**src/rtl/deadlock_kernel_monitor_param.sv**
```systemverilog
// deadlock_kernel_monitor_param
//
// Watches a kernel's AXI-stream stall flags and its sub-instance idle/block
// flags. A deadlock is declared only after the deadlock condition has held for
// a programmable number of consecutive cycles. On declaration it latches
// diagnostics that a bench or debug register bank can read back.
//
// Ports:
//   kernel_monitor_clock  in   monitor clock
//   kernel_monitor_reset  in   asynchronous active-low reset
//   axis_block_sigs       in   [N_AXIS]     1 = stream port stalled
//   inst_idle_sigs        in   [N_INST]     1 = instance idle
//   inst_block_sigs       in   [N_INST]     1 = instance internally blocked
//   timeout_cycles        in   [TIMEOUT_W]  persistence threshold (0 acts as 1)
//   clear                 in   synchronous clear of detection state/diagnostics
//   block                 out  kernel deadlock declared
//   block_pulse           out  one-cycle strobe on each entry into BLOCKED
//   block_axis_snap       out  [N_AXIS]     axis_block_sigs captured at detection
//   block_idx             out  [IDX_W]      lowest set bit of block_axis_snap
//   block_idx_valid       out  block_axis_snap is nonzero
//   stall_count           out  [TIMEOUT_W]  cycles spent in BLOCKED, saturating
//   block_events          out  [EVT_W]      number of BLOCKED entries, saturating
module deadlock_kernel_monitor_param #(
  parameter int N_AXIS    = 4,
  parameter int N_INST    = 2,
  parameter int TIMEOUT_W = 16,
  parameter int EVT_W     = 8,
  parameter int STICKY    = 1,
  parameter int IDX_W     = (N_AXIS > 1) ? $clog2(N_AXIS) : 1
) (
  input  logic                 kernel_monitor_clock,
  input  logic                 kernel_monitor_reset,
  input  logic [N_AXIS-1:0]    axis_block_sigs,
  input  logic [N_INST-1:0]    inst_idle_sigs,
  input  logic [N_INST-1:0]    inst_block_sigs,
  input  logic [TIMEOUT_W-1:0] timeout_cycles,
  input  logic                 clear,
  output logic                 block,
  output logic                 block_pulse,
  output logic [N_AXIS-1:0]    block_axis_snap,
  output logic [IDX_W-1:0]     block_idx,
  output logic                 block_idx_valid,
  output logic [TIMEOUT_W-1:0] stall_count,
  output logic [EVT_W-1:0]     block_events
);

  typedef enum logic [1:0] {
    S_IDLE    = 2'd0,
    S_SUSPECT = 2'd1,
    S_BLOCKED = 2'd2
  } state_t;

  localparam logic [TIMEOUT_W-1:0] T_ONE  = TIMEOUT_W'(1);
  localparam logic [TIMEOUT_W:0]   T_ONEX = (TIMEOUT_W+1)'(1);
  localparam logic [EVT_W-1:0]     E_ONE  = EVT_W'(1);

  function automatic logic [TIMEOUT_W-1:0] sat_inc_t(input logic [TIMEOUT_W-1:0] v);
    return (&v) ? v : v + T_ONE;
  endfunction

  function automatic logic [EVT_W-1:0] sat_inc_e(input logic [EVT_W-1:0] v);
    return (&v) ? v : v + E_ONE;
  endfunction

  state_t                 state_q, state_d;
  logic [TIMEOUT_W-1:0]   cnt_q, cnt_d;
  logic                   block_q, block_d;
  logic                   pulse_q, pulse_d;
  logic [N_AXIS-1:0]      snap_q, snap_d;
  logic [TIMEOUT_W-1:0]   stall_q, stall_d;
  logic [EVT_W-1:0]       events_q, events_d;

  logic                   candidate;
  logic [TIMEOUT_W-1:0]   t_eff;
  logic [TIMEOUT_W:0]     cnt_inc;
  logic                   enter;

  // Every instance parked (idle or blocked) and at least one blocking flag set.
  assign candidate = (&(inst_idle_sigs | inst_block_sigs)) &
                     ((|axis_block_sigs) | (|inst_block_sigs));
  assign t_eff     = (timeout_cycles == '0) ? T_ONE : timeout_cycles;
  // One bit wider so the compare cannot wrap when cnt is at all-ones.
  assign cnt_inc   = {1'b0, cnt_q} + T_ONEX;

  always_comb begin
    state_d = state_q;
    cnt_d   = cnt_q;
    enter   = 1'b0;
    unique case (state_q)
      S_IDLE: begin
        if (candidate) begin
          if (t_eff == T_ONE) begin
            state_d = S_BLOCKED;
            enter   = 1'b1;
          end else begin
            state_d = S_SUSPECT;
            cnt_d   = T_ONE;
          end
        end
      end
      S_SUSPECT: begin
        if (!candidate) begin
          state_d = S_IDLE;
          cnt_d   = '0;
        end else if (cnt_inc >= {1'b0, t_eff}) begin
          state_d = S_BLOCKED;
          enter   = 1'b1;
        end else begin
          cnt_d = cnt_inc[TIMEOUT_W-1:0];
        end
      end
      S_BLOCKED: begin
        if ((STICKY == 0) && !candidate) begin
          state_d = S_IDLE;
          cnt_d   = '0;
        end
      end
      default: begin
        state_d = S_IDLE;
        cnt_d   = '0;
      end
    endcase
    // Clear beats any transition, including the entry edge.
    if (clear) begin
      state_d = S_IDLE;
      cnt_d   = '0;
      enter   = 1'b0;
    end
  end

  always_comb begin
    block_d  = (state_d == S_BLOCKED);
    pulse_d  = enter;
    snap_d   = enter ? axis_block_sigs : snap_q;
    events_d = enter ? sat_inc_e(events_q) : events_q;
    // Restart on entry; count each cycle spent in BLOCKED, including the
    // release cycle. The value is kept after a non-sticky release.
    if (enter) begin
      stall_d = '0;
    end else if (state_q == S_BLOCKED) begin
      stall_d = sat_inc_t(stall_q);
    end else begin
      stall_d = stall_q;
    end
    if (clear) begin
      block_d  = 1'b0;
      pulse_d  = 1'b0;
      snap_d   = '0;
      events_d = '0;
      stall_d  = '0;
    end
  end

  always_ff @(posedge kernel_monitor_clock or negedge kernel_monitor_reset) begin
    if (!kernel_monitor_reset) begin
      state_q  <= S_IDLE;
      cnt_q    <= '0;
      block_q  <= 1'b0;
      pulse_q  <= 1'b0;
      snap_q   <= '0;
      stall_q  <= '0;
      events_q <= '0;
    end else begin
      state_q  <= state_d;
      cnt_q    <= cnt_d;
      block_q  <= block_d;
      pulse_q  <= pulse_d;
      snap_q   <= snap_d;
      stall_q  <= stall_d;
      events_q <= events_d;
    end
  end

  // Lowest-index priority: scan from the top so the lowest set bit wins.
  always_comb begin
    block_idx = '0;
    for (int i = N_AXIS - 1; i >= 0; i--) begin
      if (snap_q[i]) begin
        block_idx = IDX_W'(i);
      end
    end
  end

  assign block_idx_valid = |snap_q;
  assign block           = block_q;
  assign block_pulse     = pulse_q;
  assign block_axis_snap = snap_q;
  assign stall_count     = stall_q;
  assign block_events    = events_q;

endmodule

```
**config.mk**
```make
export PLATFORM = sky130hd
export DESIGN_NAME = deadlock_kernel_monitor_param
export DESIGN_NICKNAME = d
export VERILOG_FILES = /design/src/rtl/deadlock_kernel_monitor_param.sv
export SDC_FILE = /design/constraint.sdc
export NUM_CORES = 1
export LEC_CHECK = 0
export ABC_AREA = 1
export CAP_MARGIN = 20
export CORE_ASPECT_RATIO = 0.6
export CORE_MARGIN = 2
export CORE_UTILIZATION = 45
export CTS_BUF_LIST = sky130_fd_sc_hd__clkbuf_4 sky130_fd_sc_hd__clkbuf_8
export DETAILED_ROUTE_END_ITERATION = 16
export GPL_TIMING_DRIVEN = 0
export PLACE_DENSITY = 0.69
export SLEW_MARGIN = 10
export SYNTH_ARGS = -nofsm -noshare
export SYNTH_HDL_FRONTEND = slang
export SYNTH_SLANG_ARGS = --single-unit
```
**constraint.sdc**
```tcl
create_clock -name kernel_monitor_clock -period 3.4 [get_ports kernel_monitor_clock]
set_input_delay 0.51 -clock kernel_monitor_clock [delete_from_list [all_inputs] [get_ports kernel_monitor_clock]]
set_output_delay 0.51 -clock kernel_monitor_clock [all_outputs]
set_load 0.02 [all_outputs]
```
# --- Word-level counts from Yosys, hierarchy flattened ---
# Index checks and enable logic that the tools add are counted.
# W data, S select, Z words.
word_totals:
  latch_bits: 0
  wordCells: 71
  mem_bits_rw: 0
  reg_bits: 48
  mem_count: 0
  mem_bits_ro: 0
op_classes:
  n_eq_ne: 10
  n_bitwise: 3
  reduce_logical: 13
  n_div: 0
  muxes: 34
  n_addsub: 3
  n_shift: 0
  magnitude_cmp: 1
  mul: 0
ops:
  columns: ["operator", "n"]
  rows:
  - ["$mux W16", 10]
  - ["$pmux W16 S3", 1]
  - ["$mux W8", 3]
  - ["$mux W2", 9]
  - ["$add A16 B1 Y17 const B", 1]
  - ["$ge A17 B16 Y1", 1]
  - ["$add A16 B1 Y16 const B", 1]
  - ["$eq A16 B1 Y1 const B", 1]
  - ["$logic_not A16 Y1", 1]
  - ["$reduce_and A16 Y1", 1]
  - ["$ne A3 B3 Y1 const B", 3]
  - ["$add A8 B1 Y8 const B", 1]
  - ["$mux W4", 2]
  - ["$reduce_and A8 Y1", 1]
  - ["$reduce_or A4 Y1", 2]
  - ["$mux W1", 7]
  - ["$pmux W2 S3", 1]
  - ["$reduce_and A2 Y1", 3]
  - ["$eq A2 B2 Y1 const B", 2]
  - ["$ne A2 B2 Y1 const B", 2]
  - ["$ne A4 B4 Y1 const B", 1]
  - ["$reduce_and A4 Y1", 1]
  - ["$reduce_bool A3 Y1", 1]
  - ["$eq A2 B1 Y1 const B", 1]
  - ["7 further kinds", 7]

# --- Longest topological paths before layout ---
# Gate-level depths: netlist (run 1).
logic_depth:
  ltp_word: 9
  depth_mapped: 23

# --- Least setup slack after synthesis (run 1) ---
# OpenSTA, ideal clock, no wires.
synth_timing:
  path_type: "reg-to-reg"
  from: "register cnt_q[0]"
  to: "register cnt_q[13]"
  period_less_slack_ps: 2676
  t_required_ps: 3282
  slack_ps: 724
  stages_incl_launch_ff: 20
  arrival_ps: 2558
  path_cell_list: "dfrtp_1 -> ha_1 -> nand3_1 -> inv_2 -> nand3_1 -> nor2_1 -> xnor2_1 -> inv_1 -> ha_1 -> nand2_1 -> nand2_1 -> a21oi_1 -> o21ai_1 -> nor2_1 -> nand2_2 -> a21oi_4 -> nand2_4 -> buf_6 -> nand3_1 -> nand2_1"
synth_via:
  elab_chain_cells: 5
synth_lines:
  columns: ["item", "line", "text"]
  rows:
  - ["start, declared", "66", "logic [TIMEOUT_W-1:0] cnt_q, cnt_d;"]
  - ["start signal, assigned", "165", "cnt_q <= cnt_d;"]
  - ["$add A16 B1 Y17 *", "83", "assign cnt_inc = {1'b0, cnt_q} + T_ONEX;"]
  - ["parallel branches: the longest is 4 deep, another holds $ge A17 B16 Y1", null, null]
# Every way passes the cells marked *. The select of a mux whose other input is x is not followed.
# A chain may end at the register's enable or synchronous reset.

# --- Final worst setup path (run 1) ---
layout_timing:
  from: "register cnt_q[0]"
  to: "register stall_q[15] (netlist: stall_count[15])"
layout_via:
  elab_chain_cells: 8
layout_lines:
  columns: ["item", "line", "text"]
  rows:
  - ["$add A16 B1 Y17 *", "83", null]
  - ["$ge A17 B16 Y1 *", "105", "end else if (cnt_inc >= {1'b0, t_eff}) begin"]
  - ["$mux W1 *", "105", null]
  - ["$mux W1 *", "102", "if (!candidate) begin"]
  - ["$pmux W1 S2 *", "89", "unique case (state_q)"]
  - ["$mux W1 *", "124", "if (clear) begin"]
  - ["$ne A3 B3 Y1 (no line) (tied with other cells)", null, null]
  - ["$reduce_and A2 Y1 (no line) / $mux W16 (equally long branches)", null, null]
  - ["end signal, assigned", "169", "stall_q <= stall_d;"]
  - ["end, declared", "70", "logic [TIMEOUT_W-1:0] stall_q, stall_d;"]
# Every way passes the cells marked *; elsewhere a longest branch is shown, timed or not.

==> summary.txt, run 1 <==
Status
  • Run status: finished clean

Power and ir drop
  • VDD IR max: 246.3 uV
  • PwrDens: 248.9 nW/um2
  • Leak: 2.161 nW
  • Pwr Total: 0.001092 W

Synthesis
  • Post-synth top area share: 0.3409
  • Post-synth EDFFs: 0
  • Syn_nets: 550
  • Count leader, synth: nand2_1
  • Synth Flop Type: dfrtp_1
  • Post-synthesis area per instance: 6.991 um2
  • Ranking of synthesized cells by area: dfrtp_1, nand2_1, nand3_1
  • Syn Inst Count: 504
  • Distinct cells, synth: 32
  • Mapped Area: 3523 um2
  • Commonest cells in the netlist: nand2_1, inv_1, nor2_1
  • Largest area contributor in the netlist: dfrtp_1
  • Register area share after synthesis: 0.3409
  • Yosys warnings: 0
  • Async S/R FF share, synth: 1.000
  • Synth Register Bits: 48

GRT
  • Vias in the first global route: 3229
  • Largest net degree at the start of global routing: 32
  • First-pass GRT wire length: 15.58 mm
  • Initial antenna violation count: 0
  • Total global routing overflow: 0
  • Gr usage total: 0.2279

Layout
  • Layout cells sized above 1: 0.08000
  • Syn-to-layout area delta: 24.54%
  • ANT cells: 0
  • Post-layout net count: 620
  • Filler cells: 722
  • Final core occ: 0.5916

STA
  • RSZ-0062 raised after global routing: false
  • Clock skew: 0.005198 ns
  • Min Tclk post-route: 3.141 ns
  • Worst slew pin tran: 1.028 ns
  • # setup viols final: 0
  • Part of the cycle the worst path needs: 0.9239
  • Fmax: 0.3183 GHz
  • Setup TNS: 0 ns
  • Hold Vio Cnt, Final: 0
  • Max Transition Viols Final: 0
  • Slew Limit Headroom: 0.3086

Detailed routing
  • WL per Instance: 13.48 um
  • Vias per inst: 5.047
  • Routed WL: 9.155 mm
  • Drt first pass iters: 5
  • Routed Antenna Nets: 0
  • Post-route DRC: 0
  • Vias: 3427
  • DR iter-0 viols: 267

Min path
  • Hold Path Class: input pin to asynchronous set/reset pin

Floorplanning
  • Initial Util: 0.4750
  • IO Pins: 60
  • Die Area: 8577 um2
  • Num rows: 24
  • Core Region: 7417 um2
  • Die Width: 118.2 um
  • Die height: 72.54 um

Setup path
  • Arr. time, crit path: 3.34 ns
  • Crit. End Element: flop
  • CP Max Fanout: 10
  • Critical path type: flop to flop
  • Critical Path RT: 3.60 ns
  • Critical Path Source Type: flop

Clock network
  • Inserted Clock Buffers: 5
  • Clock Pin Slew Worst Setup and Hold Paths: 0.09 ns
  • Sink Count: 48
  • Root Buffer: clkbuf_8
  • # hold bufs at CTS: 0
  • Worst-Skew Late Latency: 0.30 ns
  • CTS H-tree depth: 2
  • Clk buf depth: 2
  • CTS tree: yes

Run
  • Max-cap violations: 0

Placement
  • Final GP Congestion: 0.9424
  • Dpl hpwl: 7.219 mm
  • Port-buffer cells: 59
-- per-layer routing --
layer  share of wire  GRT usage  wire [um]
met1            0.53     0.3601       4882
met5               0          0          0
met2            0.38     0.3115       3476
met3           0.080    0.05739        731
met4          0.0071    0.04016         65
-- where the power goes --
group	switching (W)	internal [W]	total [W]
logic	0.0000864	0.0000563	0.000143
registers	0.00000470	0.000574	0.000578
clock network	0.000189	0.000182	0.000371
-- worst max-delay path, stage by stage (launching register included) --
cell	delay, ns
dfrtp_2	0.44
ha_1	0.24
nand3_2	0.16
inv_2	0.10
nand3_1	0.11
nor2_1	0.14
xnor2_1	0.13
inv_1	0.10
ha_1	0.30
nand2_1	0.07
nor2_1	0.15
nand2_1	0.06
o21ai_0	0.19
nor2_1	0.09
nand2_2	0.10
nand2_1	0.06
nand2_2	0.11
nor2_4	0.06
inv_2	0.15
buf_12	0.19
nor2_4	0.05
-- cells in the final DEF (no fill, tap or decap), types with 4 or more instances in the layout --
cell and count:
clkbuf_8 6, nand3_1 55, nand4_1 29, nand2_1 138, nor3_1 5, nor2_1 64, dfrtp_1 47, nand2_2 5
nor2_4 11, clkdlybuf4s50_1 58, clkbuf_1 6, o21ai_0 4, a21oi_1 11, xnor2_1 8, buf_4 4, inv_1 66
ha_1 19, xor2_1 10
-- cell type report --
type	count	area (um2)	area share
Tap cell	104	130.1	0.02966
Inverter	70	262.8	0.05988
Clock buffer	8	97.59	0.02224
Timing Repair Buffer	63	628.1	0.1431
Buffer	12	82.58	0.01882
Multi-Input combinational cell	374	1984	0.4522
Sequential cell	48	1202	0.2740
-- repair_timing --
item,4_1_cts,5_1_grt
setup buffers,0,3
endpoints found under the setup margin,0,35
resized for setup,0,3
-- worst paths after layout --
path / endpoint / from / cells past startpoint / slack, ns
setup / recovery: stall_count[15] / cnt_q[0] / 20 / 0.26
hold / removal: cnt_q[9] / kernel_monitor_reset / 1 / 0.14
setup reg to reg: stall_count[15] / cnt_q[0] / 20 / 0.26
hold reg to reg: block_events[3] / block_events[3] / 2 / 0.55
max in group asynchronous: cnt_q[0] / kernel_monitor_reset / 2 / 2.73
min in group kernel_monitor_clock: block_events[3] / block_events[3] / 2 / 0.55
-- state kept, by name (all words and copies together), names as in the netlist --
signal / cells
cnt_q: 16
stall_count: 16
block_events: 8
block_axis_snap: 4
state_q: 2
block: 1
block_pulse: 1
-- stage by stage --
stage / cell area, um2 / hold WS [ns] / cells / setup slack (ns)
after floorplan: 3523 / 0.2144 / 504 / 0.7240
after global placement: 4244 / 0.5232 / 667 / 0.1535
after detailed placement: 4259 / 0.4786 / 668 / 0.1709
after CTS: 4357 / 0.1354 / 676 / 0.1377
after global routing: 4388 / 0.1417 / 679 / 0.02404
final: 4388 / 0.1350 / 679 / 0.2586
-- logic make-up (layout without fill, tap and decap cells) --
group / Yosys count / in the layout / share of synthesized area
AND/OR/NAND/NOR: 317 / 317 / 0.4155
AO/OA/AOI/OAI: 20 / 20 / 0.03338
XOR/XNOR: 18 / 18 / 0.04474
adder cells (fa/ha/maj): 19 / 19 / 0.06747
flip-flops: 48 / 48 / 0.3409
buffers and inverters: 82 / 153 / 0.09801
Power figures use the tool's default switching activity.
==> run 2: changes to the inputs <==
--- a/config.mk
+++ b/config.mk
@@ -14,4 +14,3 @@
 export DETAILED_ROUTE_END_ITERATION = 16
-export GPL_TIMING_DRIVEN = 0
-export PLACE_DENSITY = 0.69
+export DONT_BUFFER_PORTS = 1
 export SLEW_MARGIN = 10
--- a/constraint.sdc
+++ b/constraint.sdc
@@ -3,2 +3,2 @@
 set_output_delay 0.51 -clock kernel_monitor_clock [all_outputs]
-set_load 0.02 [all_outputs]
+set_load 0.05 [all_outputs]
==> summary.txt, run 2 (synthesis gave the netlist of run 1 again) <==
Layout
  • Most frequent cells in the layout: nand2_1, inv_1, nor2_1
  • Commonest non-fill, non-tap cell in the layout: nand2_1
  • Filler cells: 744
  • Syn-to-layout area delta: 8.807%
  • Post-layout net count: 561
  • Layout cells sized above 1: 0.1027
  • Final core occ: 0.5169
  • ANT cells: 0

Floorplanning
  • Num rows: 24
  • IO Pins: 60
  • Initial Util: 0.4750
  • Core Region: 7417 um2
  • Die Width: 118.2 um
  • Die Area: 8577 um2
  • Die height: 72.54 um

Clock network
  • CTS H-tree depth: 2
  • Root Buffer: clkbuf_8
  • Worst-Skew Late Latency: 0.30 ns
  • Inserted Clock Buffers: 5
  • Sink Count: 48
  • Clk buf depth: 2
  • CTS tree: yes
  • Clock Pin Slew Worst Setup and Hold Paths: 0.09 ns

Setup path
  • Crit path launch: cnt_q[0]
  • Reg2Reg Setup Slack: 0.32 ns
  • Worst r2r src: cnt_q[0]
  • Crit path to: block_events[1]
  • Critical Path Source Type: flop
  • Crit. End Element: flop
  • CP Max Fanout: 10
  • Critical Path RT: 3.59 ns
  • Critical path type: flop to flop
  • Worst flop-to-flop path endpoint: block_events[1]
  • R2R depth: 20
  • Arr. time, crit path: 3.26 ns

GRT
  • Total global routing overflow: 0
  • Initial antenna violation count: 0
  • Largest net degree at the start of global routing: 49
  • Vias in the first global route: 2855
  • Gr usage total: 0.2132
  • First-pass GRT wire length: 14.55 mm

STA
  • Part of the cycle the worst path needs: 0.9053
  • Crit path setup slack, layout: 0.3218 ns
  • Min Tclk post-route: 3.078 ns
  • Slew Limit Headroom: 0.3603
  • Fmax: 0.3249 GHz
  • Clock skew: 0.007734 ns
  • Max Transition Viols Final: 0
  • Hold Vio Cnt, Final: 0
  • Setup TNS: 0 ns
  • Worst slew pin tran: 0.9537 ns
  • # setup viols final: 0
  • RSZ-0062 raised after global routing: false

Detailed routing
  • Routed Antenna Nets: 0
  • Routed WL: 8.522 mm
  • Post-route DRC: 0
  • DR iter-0 viols: 249
  • Vias per inst: 5.097
  • WL per Instance: 13.75 um
  • Drt first pass iters: 4
  • Vias: 3160

Power and ir drop
  • P_sw: 0.0002643 W
  • Combinational share of power: 0.095
  • VDD IR max: 148.8 uV
  • Sequential power share: 0.551
  • Pwr Total: 0.001047 W
  • PwrDens: 273.2 nW/um2
  • Clock power frac: 0.354
  • Leak: 1.976 nW
  • P_int: 0.0007829 W
  • Sw Ratio: 0.2523

Placement
  • Dpl ws: 0.09725 ns
  • Port-buffer cells: 0
  • Final GP Congestion: 0.9318
  • Dpl hpwl: 6.550 mm

Status
  • Run status: finished clean

Run
  • Max-cap violations: 0

Min path
  • Hold Path Class: input pin to asynchronous set/reset pin
[run 2: power by group through the flow]
stage	Sequential [W]	Clock, W	Combinational (W)
6_report	0.000577	0.000371	0.0000991
5_1_grt	0.000578	0.000405	0.000112
4_1_cts	0.000577	0.000382	0.0000986
3_5_place_dp	0.000589	0	0.0000823
3_3_place_gp	0.000588	0	0.0000825
2_1_floorplan	0.000588	0	0.0000687
[run 2: how the worst min path moves through the flow]
stage,from,to,slack (ns)
3_5_place_dp,kernel_monitor_reset,cnt_q[9],0.22
5_1_grt,kernel_monitor_reset,stall_count[2],0.05
6_report,kernel_monitor_reset,stall_count[2],0.05
2_1_floorplan,kernel_monitor_reset,block,0.21
3_3_place_gp,kernel_monitor_reset,cnt_q[9],0.22
4_1_cts,kernel_monitor_reset,stall_count[3],0.05
[run 2: per-layer routing]
metal	up-vias	GRT usage	part of all wire
li1	1631	-	-
met4	0	0.03481	0.0047
met2	100	0.2755	0.37
met1	1424	0.3537	0.56
met3	5	0.04717	0.071
met5	-	0	0
[run 2: repair_timing]
| item | CTS | global route |
|---|---|---|
| gates resized for setup | 0 | 7 |
| hold buffers | 1 | 0 |
| hold endpoints to repair | 48 | 0 |
| setup buffers | 0 | 0 |
| endpoints found under the setup margin | 0 | 28 |
[run 2: final cells by class]
type	instances	area [um2]	area share
Timing Repair Buffer	16	140.1	0.03655
Clock buffer	8	97.59	0.02546
Tap cell	104	130.1	0.03394
Sequential cell	48	1202	0.3136
Multi-Input combinational cell	374	1998	0.5212
Inverter	70	265.3	0.06919
[run 2: per-stage QoR]
| step | std cells | hold WS [ns] | instance area (um2) |
|---|---|---|---|
| 6_report | 620 | 0.05061 | 3834 |
| 3_3_place_gp | 611 | 0.2155 | 3690 |
| 3_5_place_dp | 611 | 0.2157 | 3690 |
| 4_1_cts | 620 | 0.04906 | 3815 |
| 2_1_floorplan | 504 | 0.2144 | 3523 |
| 5_1_grt | 620 | 0.05265 | 3834 |
[run 2: critical path: stages (launching register included)]
cell and delay (ns):
dfrtp_2 0.42, ha_2 0.22, nand3_2 0.13, inv_2 0.11, nand3_1 0.11, nor2_1 0.14
xnor2_1 0.13, inv_1 0.09, ha_1 0.31, nand2_1 0.07, nor2_1 0.16, nand2_1 0.06
o21ai_0 0.18, nor2_1 0.09, nand2_2 0.10, nand2_1 0.07, nand2_2 0.11, buf_4 0.20
nand2_4 0.10, nand3_1 0.08, nand2_1 0.07
